<file path="src/rtl/branch_cmp_pkg.sv">
`default_nettype none
// ============================================================================
// Module      : branch_cmp_pkg
// Description : Shared types for the serial branch-compare unit: condition
//               code encoding, FSM state encoding and flag bit positions.
// Revision    : 1.0  initial release
// ============================================================================
package branch_cmp_pkg;

    typedef enum logic [3:0] {
        COND_EQ     = 4'd0,
        COND_NE     = 4'd1,
        COND_GT     = 4'd2,
        COND_LT     = 4'd3,
        COND_RDZ    = 4'd4,
        COND_RDNEG  = 4'd5,
        COND_RDONES = 4'd6,
        COND_GEU    = 4'd7,
        COND_LTU    = 4'd8,
        COND_GTU    = 4'd9,
        COND_ALWAYS = 4'd10
    } cond_e;

    typedef enum logic [1:0] {
        S_IDLE = 2'd0,
        S_RUN  = 2'd1,
        S_DONE = 2'd2
    } state_e;

    // Bit positions inside the {Z,N,C,V} flag vector
    localparam int Z_B = 3;
    localparam int N_B = 2;
    localparam int C_B = 1;
    localparam int V_B = 0;

endpackage
`default_nettype wire

</file>
<file path="src/rtl/cmp_slice.sv">
`default_nettype none
// ============================================================================
// Module      : cmp_slice
// Description : One SLICE-bit step of A - B, computed as A + ~B + cin.
//   a, b    : operand slices
//   cin     : carry in (1 on the first slice, i.e. no borrow)
//   diff    : difference slice
//   cout    : carry out (1 = no borrow out of this slice)
//   is_zero : diff is all zeros
// Revision    : 1.0  initial release
// ============================================================================
module cmp_slice
    import branch_cmp_pkg::*;
#(
    parameter int SLICE = 4
) (
    input  logic [SLICE-1:0] a,
    input  logic [SLICE-1:0] b,
    input  logic             cin,
    output logic [SLICE-1:0] diff,
    output logic             cout,
    output logic             is_zero
);

    logic [SLICE:0] w_sum;

    assign w_sum   = {1'b0, a} + {1'b0, ~b} + {{SLICE{1'b0}}, cin};
    assign diff    = w_sum[SLICE-1:0];
    assign cout    = w_sum[SLICE];
    assign is_zero = (w_sum[SLICE-1:0] == '0);

endmodule
`default_nettype wire

</file>
<file path="src/rtl/branch_compare_seq.sv">
`default_nettype none
// ============================================================================
// Module      : branch_compare_seq
// Description : Multi-cycle branch-condition unit. Computes Rd - B serially,
//               SLICE bits per cycle LSB first, accumulates Z/N/C/V and
//               resolves a 4-bit condition code into a registered jump.
// Ports       :
//   clk, reset            clock, synchronous active-high reset
//   start / ready         request / unit idle (start honoured only if ready)
//   r_or_i                1: B = n_imm, 0: B = rs_data
//   cmp_or_sub            1: SUB mode, jump = (alu_out == 0)
//   cond                  condition code (cond_e)
//   rd_data, rs_data,
//   n_imm, alu_out        operands / ALU result
//   done                  one-cycle pulse, jump/flags updated this cycle
//   jump, flags           branch decision and {Z,N,C,V}, held between dones
// Config      : define CMP_SIGNED_OVF_EN for a true signed LT (N ^ V) and a
//               real V flag; otherwise LT = N and V reads 0.
// Revision    : 1.0  initial release
// ============================================================================
module branch_compare_seq
    import branch_cmp_pkg::*;
#(
    parameter int WIDTH = 16,
    parameter int SLICE = 4
) (
    input  logic             clk,
    input  logic             reset,
    input  logic             start,
    output logic             ready,
    input  logic             r_or_i,
    input  logic             cmp_or_sub,
    input  logic [3:0]       cond,
    input  logic [WIDTH-1:0] rd_data,
    input  logic [WIDTH-1:0] rs_data,
    input  logic [WIDTH-1:0] n_imm,
    input  logic [WIDTH-1:0] alu_out,
    output logic             done,
    output logic             jump,
    output logic [3:0]       flags
);

    localparam int c_nsl   = WIDTH / SLICE;
    localparam int c_idx_w = (c_nsl > 1) ? $clog2(c_nsl) : 1;

    generate
        if ((SLICE < 1) || ((WIDTH % SLICE) != 0)) begin : g_bad_slice
            $error("branch_compare_seq: WIDTH must be a multiple of SLICE");
        end
    endgenerate

    state_e             r_state;
    logic [WIDTH-1:0]   r_a;
    logic [WIDTH-1:0]   r_b;
    cond_e              r_cond;
    logic               r_sub;
    logic               r_hold;      // SUB ops spend one extra cycle in DONE
    logic               r_sub_zero;
    logic [c_idx_w-1:0] r_idx;
    logic               r_carry;
    logic               r_zacc;
    logic               r_rdz;
    logic               r_rdo;
    logic               r_n;
    logic               r_ready;
    logic               r_done;
    logic               r_jump;
    logic [3:0]         r_flags;

    logic [SLICE-1:0]   w_a_s;
    logic [SLICE-1:0]   w_b_s;
    logic [SLICE-1:0]   w_diff;
    logic               w_cout;
    logic               w_is_zero;
    logic               w_last;
    logic               w_lt;
    logic               w_v;
    logic               w_jump_cmp;
    logic [3:0]         w_flags_new;
    logic               w_unused_diff;

    // One slice adder, time-multiplexed over the slice index
    assign w_a_s  = r_a[int'(r_idx)*SLICE +: SLICE];
    assign w_b_s  = r_b[int'(r_idx)*SLICE +: SLICE];
    assign w_last = (r_idx == c_idx_w'(c_nsl - 1));

    cmp_slice #(
        .SLICE (SLICE)
    ) u_slice (
        .a       (w_a_s),
        .b       (w_b_s),
        .cin     (r_carry),
        .diff    (w_diff),
        .cout    (w_cout),
        .is_zero (w_is_zero)
    );

    // Only the top bit of each difference slice is kept; zero comes from is_zero
    assign w_unused_diff = ^w_diff;

`ifdef CMP_SIGNED_OVF_EN
    logic r_v;

    always_ff @(posedge clk) begin
        if (reset) begin
            r_v <= 1'b0;
        end else if ((r_state == S_RUN) && w_last) begin
            r_v <= (r_a[WIDTH-1] ^ r_b[WIDTH-1]) & (r_a[WIDTH-1] ^ w_diff[SLICE-1]);
        end
    end

    assign w_v  = r_v;
    assign w_lt = r_n ^ r_v;
`else
    assign w_v  = 1'b0;
    assign w_lt = r_n;
`endif

    always_comb begin
        w_flags_new      = 4'b0000;
        w_flags_new[Z_B] = r_zacc;
        w_flags_new[N_B] = r_n;
        w_flags_new[C_B] = r_carry;
        w_flags_new[V_B] = w_v;
    end

    // Accumulators are final while in DONE after the last slice
    always_comb begin
        w_jump_cmp = 1'b0;
        case (r_cond)
            COND_EQ:     w_jump_cmp = r_zacc;
            COND_NE:     w_jump_cmp = ~r_zacc;
            COND_GT:     w_jump_cmp = ~r_zacc & ~w_lt;
            COND_LT:     w_jump_cmp = w_lt;
            COND_RDZ:    w_jump_cmp = r_rdz;
            COND_RDNEG:  w_jump_cmp = r_a[WIDTH-1];
            COND_RDONES: w_jump_cmp = r_rdo;
            COND_GEU:    w_jump_cmp = r_carry;
            COND_LTU:    w_jump_cmp = ~r_carry;
            COND_GTU:    w_jump_cmp = r_carry & ~r_zacc;
            COND_ALWAYS: w_jump_cmp = 1'b1;
            default:     w_jump_cmp = 1'b0;
        endcase
    end

    always_ff @(posedge clk) begin
        if (reset) begin
            r_state    <= S_IDLE;
            r_ready    <= 1'b1;
            r_done     <= 1'b0;
            r_jump     <= 1'b0;
            r_flags    <= 4'b0000;
            r_a        <= '0;
            r_b        <= '0;
            r_cond     <= COND_EQ;
            r_sub      <= 1'b0;
            r_hold     <= 1'b0;
            r_sub_zero <= 1'b0;
            r_idx      <= '0;
            r_carry    <= 1'b1;
            r_zacc     <= 1'b1;
            r_rdz      <= 1'b1;
            r_rdo      <= 1'b1;
            r_n        <= 1'b0;
        end else begin
            r_done <= 1'b0;
            case (r_state)
                S_IDLE: begin
                    if (start) begin
                        r_a        <= rd_data;
                        r_b        <= r_or_i ? n_imm : rs_data;
                        r_cond     <= cond_e'(cond);
                        r_sub      <= cmp_or_sub;
                        r_sub_zero <= (alu_out == '0);
                        r_idx      <= '0;
                        r_carry    <= 1'b1;
                        r_zacc     <= 1'b1;
                        r_rdz      <= 1'b1;
                        r_rdo      <= 1'b1;
                        r_ready    <= 1'b0;
                        if (cmp_or_sub) begin
                            r_hold  <= 1'b1;
                            r_state <= S_DONE;
                        end else begin
                            r_hold  <= 1'b0;
                            r_state <= S_RUN;
                        end
                    end
                end
                S_RUN: begin
                    r_carry <= w_cout;
                    r_zacc  <= r_zacc & w_is_zero;
                    r_rdz   <= r_rdz & (w_a_s == '0);
                    r_rdo   <= r_rdo & (&w_a_s);
                    if (w_last) begin
                        r_n     <= w_diff[SLICE-1];
                        r_idx   <= '0;
                        r_state <= S_DONE;
                    end else begin
                        r_idx <= r_idx + 1'b1;
                    end
                end
                S_DONE: begin
                    if (r_hold) begin
                        r_hold <= 1'b0;
                    end else begin
                        r_done  <= 1'b1;
                        r_ready <= 1'b1;
                        r_state <= S_IDLE;
                        if (r_sub) begin
                            r_jump <= r_sub_zero;
                        end else begin
                            r_jump  <= w_jump_cmp;
                            r_flags <= w_flags_new;
                        end
                    end
                end
                default: begin
                    r_state <= S_IDLE;
                    r_ready <= 1'b1;
                end
            endcase
        end
    end

    assign ready = r_ready;
    assign done  = r_done;
    assign jump  = r_jump;
    assign flags = r_flags;

endmodule
`default_nettype wire

</file>
<file path="config.mk">
export PLATFORM = sky130hd
export DESIGN_NAME = branch_compare_seq
export DESIGN_NICKNAME = d
export VERILOG_FILES = /design/src/rtl/branch_cmp_pkg.sv /design/src/rtl/cmp_slice.sv /design/src/rtl/branch_compare_seq.sv
export SDC_FILE = /design/constraint.sdc
export NUM_CORES = 1
export LEC_CHECK = 0
export ABC_AREA = 1
export BUFFER_PORTS_ARGS = -buffer_cell sky130_fd_sc_hd__buf_2
export CORE_ASPECT_RATIO = 0.5
export CORE_UTILIZATION = 55
export CTS_CLUSTER_DIAMETER = 200
export DETAILED_ROUTE_END_ITERATION = 10
export HOLD_SLACK_MARGIN = 0.03
export PLACE_DENSITY = 0.84
export SKIP_LAST_GASP = 1
export SYNTH_ARGS = -nofsm -noshare
export SYNTH_HDL_FRONTEND = slang
export SYNTH_HIERARCHICAL = 1
export SYNTH_SLANG_ARGS = --single-unit
</file>
<file path="constraint.sdc">
create_clock -name clk -period 3.6 [get_ports clk]
set_clock_uncertainty 0.1 [all_clocks]
set_input_delay 0.54 -clock clk [delete_from_list [all_inputs] [get_ports clk]]
set_output_delay 0.54 -clock clk [all_outputs]
set_load 0.02 [all_outputs]
</file>
Yosys cells after proc, flatten, opt, wreduce, memory -nomap -nowiden
Index checks and enable logic that the tools add are counted.
{"block": "totals", "ramBits": 0, "elab_cells": 91, "input_bits": 73, "memories": 0, "latch_bits": 0, "reg_bits": 54, "rom_bits": 0, "output_inout_bits": 7}
{"block": "op_classes", "div": 0, "shifts": 2, "n_reduce_logical": 17, "add_sub_neg": 3, "n_lt_le_gt_ge": 0, "n_eq_ne": 16, "mul": 0, "bitwise_logic": 13, "muxes": 23}
{"op": "variable part select 16 x 5 -> 4 bit", "n": 2}
{"op": "== test 4 x 3 -> 1 bit (second input constant)", "n": 4}
{"op": "logical NOT 16 bit", "n": 1}
{"op": "2-to-1 mux 16 bit", "n": 1}
{"op": "== test 4 bit (second input constant)", "n": 3}
{"op": "logical NOT 4 bit", "n": 3}
{"op": "2-to-1 mux 2 bit", "n": 6}
{"op": "one-hot mux 1 bit (11 select lines)", "n": 1}
{"op": "one-hot mux 1 bit (2 select lines)", "n": 5}
{"op": "AND reduction 2 bit", "n": 5}
{"op": "AND reduction 3 bit", "n": 3}
{"op": "== test 4 x 2 -> 1 bit (second input constant)", "n": 2}
{"op": "2-to-1 mux 1 bit", "n": 7}
{"op": "inverter 1 bit", "n": 7}
{"op": "!= test 2 bit (second input constant)", "n": 3}
{"op": "one-hot mux 2 bit (3 select lines)", "n": 1}
{"op": "adder 4 x 4 -> 5 bit", "n": 1}
{"op": "adder 5 x 1 -> 5 bit", "n": 1}
{"op": "AND 1 bit", "n": 5}
{"op": "== test 2 bit (second input constant)", "n": 2}
{"op": "== test 4 x 1 -> 1 bit (second input constant)", "n": 1}
{"op": "inverter 4 bit", "n": 1}
{"op": "one-hot mux 2 bit (2 select lines)", "n": 1}
{"op": "AND reduction 4 bit", "n": 1}
{"op": "other kinds (6)", "n": 7}

Depth between registers and ports, before layout
{"block": "logic_depth", "depth_word": 7, "mapped_depth": 15}

Modules after synthesis
Netlist, hierarchy kept.
{"module": "branch_compare_seq", "n_inst": 1, "cells_each": 369, "seq_area_each_um2": 1081.0, "area_per_inst_um2": 2519.9}
{"module": "cmp_slice", "n_inst": 1, "cells_each": 31, "seq_area_each_um2": 0.0, "area_per_inst_um2": 190.2}

Worst setup path before layout
OpenSTA, ideal clock, no wires.
{"block": "synth_path", "path_kind": "flip-flop to flip-flop", "start": "register r_idx[0]", "end": "register r_zacc", "arrival_ps": 2161, "n_path_buf": 2, "path_stages_with_launch": 15, "slack_ps": 1220, "setup_time_ps": 119, "required_time_ps": 3381, "path_cell_list": "dfxtp_1 buf_4 buf_2 o21ai_0 o22ai_1 inv_1 fa_1 inv_1 fa_1 inv_1 nor2_1 nand2_1 nor2_1 o21ai_0 nand2_1"}
{"block": "synth_between", "elab_chain_len": 7, "elab_cells_between_ends": 8, "classes_between": "add/sub: 2; shift: 2; mux: 1; bitwise: 2; reduce/logical: 1"}
{"element": "start: declaration", "line": "branch_compare_seq.sv:59", "text": "logic [c_idx_w-1:0] r_idx;"}
{"element": "start signal: assignment", "line": "branch_compare_seq.sv:200", "text": "r_idx <= r_idx + 1'b1;"}
{"element": "variable part select 16 x 5 -> 4 bit", "line": "branch_compare_seq.sv:84", "text": "assign w_b_s = r_b[int'(r_idx)*SLICE +: SLICE];"}
{"element": "via w_b_s[0]", "line": "branch_compare_seq.sv:71", "text": "logic [SLICE-1:0] w_b_s;"}
{"element": "inverter 4 bit", "line": "cmp_slice.sv:27", "text": "assign w_sum = {1'b0, a} + {1'b0, ~b} + {{SLICE{1'b0}}, cin};"}
{"element": "adder 4 x 4 -> 5 bit", "line": "cmp_slice.sv:27"}
{"element": "adder 5 x 1 -> 5 bit", "line": "cmp_slice.sv:27"}
{"element": "via w_diff[1]", "line": "branch_compare_seq.sv:72", "text": "logic [SLICE-1:0] w_diff;"}
{"element": "logical NOT 4 bit", "line": "cmp_slice.sv:30", "text": "assign is_zero = (w_sum[SLICE-1:0] == '0);"}
{"element": "via w_is_zero", "line": "branch_compare_seq.sv:74", "text": "logic w_is_zero;"}
{"element": "AND 1 bit", "line": "branch_compare_seq.sv:192", "text": "r_zacc <= r_zacc & w_is_zero;"}
{"element": "one-hot mux 1 bit (2 select lines)", "line": "branch_compare_seq.sv:167", "text": "case (r_state)"}
{"element": "end signal: assignment", "line": "branch_compare_seq.sv:192"}
{"element": "end: declaration", "line": "branch_compare_seq.sv:61", "text": "logic r_zacc;"}
The timed path passes the listed nets, and every way through them passes these cells.
A chain may end at the register's enable or synchronous reset.

Final worst setup path
{"block": "layout_path", "start": "register r_idx[0]", "end": "register r_zacc"}
{"block": "layout_between", "elab_cells_between_ends": 8, "classes_between": "add/sub: 2; shift: 2; mux: 1; bitwise: 2; reduce/logical: 1"}
{"element": "variable part select 16 x 5 -> 4 bit", "line": "branch_compare_seq.sv:83", "text": "assign w_a_s = r_a[int'(r_idx)*SLICE +: SLICE];"}
{"element": "via w_a_s[0]", "line": "branch_compare_seq.sv:70", "text": "logic [SLICE-1:0] w_a_s;"}
{"element": "adder 4 x 4 -> 5 bit", "line": "cmp_slice.sv:27"}
{"element": "adder 5 x 1 -> 5 bit", "line": "cmp_slice.sv:27"}
{"element": "via w_diff[1]", "line": "branch_compare_seq.sv:72"}
{"element": "logical NOT 4 bit", "line": "cmp_slice.sv:30"}
{"element": "via w_is_zero", "line": "branch_compare_seq.sv:74"}
{"element": "AND 1 bit", "line": "branch_compare_seq.sv:192"}
{"element": "one-hot mux 1 bit (2 select lines)", "line": "branch_compare_seq.sv:167"}
The timed path passes the listed nets, and every way through them passes these cells.

==> key figures <==
Timing
  – Setup_tns: 0 ns
  – Period utilization: around 80%
  – Maximum clock rate: 345 MHz
  – Post-layout minimum cycle time: around 2.9 ns
  – Fin. Hold Viols: 0
  – Max_slew headroom: about 31%
  – Pins Over Slew Limit: 0
  – RSZ-0062 raised after global routing: false
  – Worst Tran Pin Value: 1.03 ns
  – # setup viols final: 0

Global routing
  – Grt total ovfl: 0
  – Largest net degree at the start of global routing: between 50 and 60
  – Number of global-route vias before repair: 2346
  – First-pass GRT wire length: approximately 9.9 mm
  – Antenna violations before repair: 0
  – GRT Total Usage: approximately 24%

Critical path
  – CP Class: reg2reg
  – Reg-to-reg slack, setup: roughly 0.71 ns
  – WP buf/inv: 4
  – CP top delay family: adder cells
  – Critical-path cell list: inv_2, nand2_1, nand3_1, nand2_1, inv_1, fa_1, inv_1, fa_1, inv_1, nor2_1, nand2_1, nor2_1, o21ai_0, nand2_1
  – WP data arrival: approximately 3.0 ns
  – Crit start category: flop
  – CP max-delay cell: dfxtp_1
  – Worst endpoint required time: around 3.7 ns
  – CP Capture Type: flop
  – Crit-path max cell delay: approximately 0.71 ns
  – Crit path max fanout: 19
  – CP dominant cell by count: nand2_1

Floorplan
  – Die ar.: 5220 µm²
  – Core Region: approximately 4600 µm²
  – Io pins: 80
  – Chip width: 101 µm
  – Row cnt: 17
  – Die height: slightly above 50 µm
  – Initial Util: about three fifths

Drt
  – WL final: around 5.8 mm
  – Number of remaining DRC errors: 0
  – Drt wl/cell: ~11 µm
  – Starting DRT DRC Count: 86
  – Routed Antenna Nets: 0
  – Detailed Routing Iterations Pass 1: 4
  – Via density: about 5
  – Via count: about 2700

Power
  – PwrDens: 454 nW/µm²
  – Leakage: between 0.0015 and 0.002 µW
  – Clock power share: between 20% and 30%
  – Peak VDD IR: around 0.17 mV
  – Internal: between 900 and 1000 µW
  – Total Power: 1430 µW
  – Sw frac: between 30% and 40%
  – Comb power frac: between 20 and 30%
  – Flop pwr share: between 40% and 50%
  – Switching power: 474 µW

CTS
  – Clk_lat worst skew: 0.31 ns
  – TritonCTS Buffers: 5
  – Postcts setup bufs: 0
  – H-Tree Depth: 2
  – Hold buffer count at CTS: 0
  – Clk pin slew, worst setup/hold paths: roughly 0.090 ns
  – Post_cts resized: 0
  – CTS Buffer Depth: 2
  – Clk Tree Root Cell: clkbuf_8
  – Clock tree from TritonCTS: yes
  – CTS sink count: 54

Yosys
  – Synth Cell Area: 2710 µm²
  – Yosys Warn Count: 6
  – Average size of a mapped cell: between 6 and 7 µm²
  – Synthesized Nets: 478
  – Syn Inst Count: 399

Place
  – GP Congestion: approximately 0.86
  – Dpl hpwl: approximately 4.2 mm
  – PortBufs: 78
  – Placed cells: around 520

Layout
  – Area Growth Syn to Fin: 16.4%
  – Leading cell types in the layout, fill and taps excluded: buf_2 (78), nor2_1 (75), o21ai_0 (55), dfxtp_1 (54), a21oi_1 (48)
  – Commonest non-fill, non-tap cell in the layout: buf_2
  – Layout cell share with drive strength beyond 1: between 10% and 20%
  – Final Non-Filler Cells: between 500 and 600
  – Nets: roughly 540
  – Antenna cells: 0

Outcome
  – Status: completed

Hold path
  – HP Class: reg2reg

Job
  – Max cap viols: 0
-- metrics by stage --
stage | hold slack [ns] | util (%) | cell area, µm² | worst slack, ns
after CTS | 0.371 | 69.2 | 3150 | 0.744
after global routing | 0.389 | 69.2 | 3150 | 0.464
after detailed placement | 0.357 | 67.5 | 3070 | 0.777
after floorplan | 0.348 | - | 2710 | 1.22
after global placement | 0.353 | 67.5 | 3070 | 0.868
final | 0.373 | 69.2 | 3150 | 0.705
-- tightest hold or removal path, cell delays in order (launching register included) --
cell and delay, ns:
dfxtp_1 0.32, nand2_1 0.06, a21oi_1 0.06
-- routing by layer --
metal | global-route usage [%] | vias up | part of all wire [%]
met3 | 6.18 | 7 | 5.3
met4 | 7.73 | 0 | 0.76
met5 | 0 | - | 0
met2 | 40.9 | 67 | 44
met1 | 31.1 | 1152 | 50
li1 | - | 1431 | -
-- registers in the layout (all words and copies together) (netlist names) --
register    flops
ready           1
r_state         2
r_idx           2
r_hold          1
r_b            16
r_sub           1
r_rdz           1
jump            1
r_rdo           1
r_n             1
r_a            16
r_cond          4
r_sub_zero      1
r_carry         1
flags           3
r_zacc          1
done            1
-- worst paths after layout --
check                   startpoint             endpoint  depth (start not counted)
max          r_idx[0]$_SDFFE_PP0P_  r_zacc$_SDFFE_PP1P_                         14
min              jump$_SDFFE_PP0P_    jump$_SDFFE_PP0P_                          2
max reg2reg  r_idx[0]$_SDFFE_PP0P_  r_zacc$_SDFFE_PP1P_                         14
min reg2reg      jump$_SDFFE_PP0P_    jump$_SDFFE_PP0P_                          2
-- power by group through the flow --
stage          Combinational [µW]  Sequential, µW  Clock (µW)
3_3_place_gp                  383             725           0
2_1_floorplan                 304             714           0
3_5_place_dp                  394             725           0
4_1_cts                       395             712         325
5_1_grt                       461             722         354
6_report                      396             712         321
-- area by class of cell --
type / instances / area (µm²)
Clock inverter: 1 / 7.51
Fill cell: 409 / 1400
Clock buffer: 6 / 72.6
Timing Repair Buffer: 78 / 390
Tap cell: 66 / 82.6
Sequential cell: 54 / 1080
Inverter: 49 / 184
Multi-Input combinational cell: 276 / 1330
Note: power is estimated with default switching activity, not from simulation.
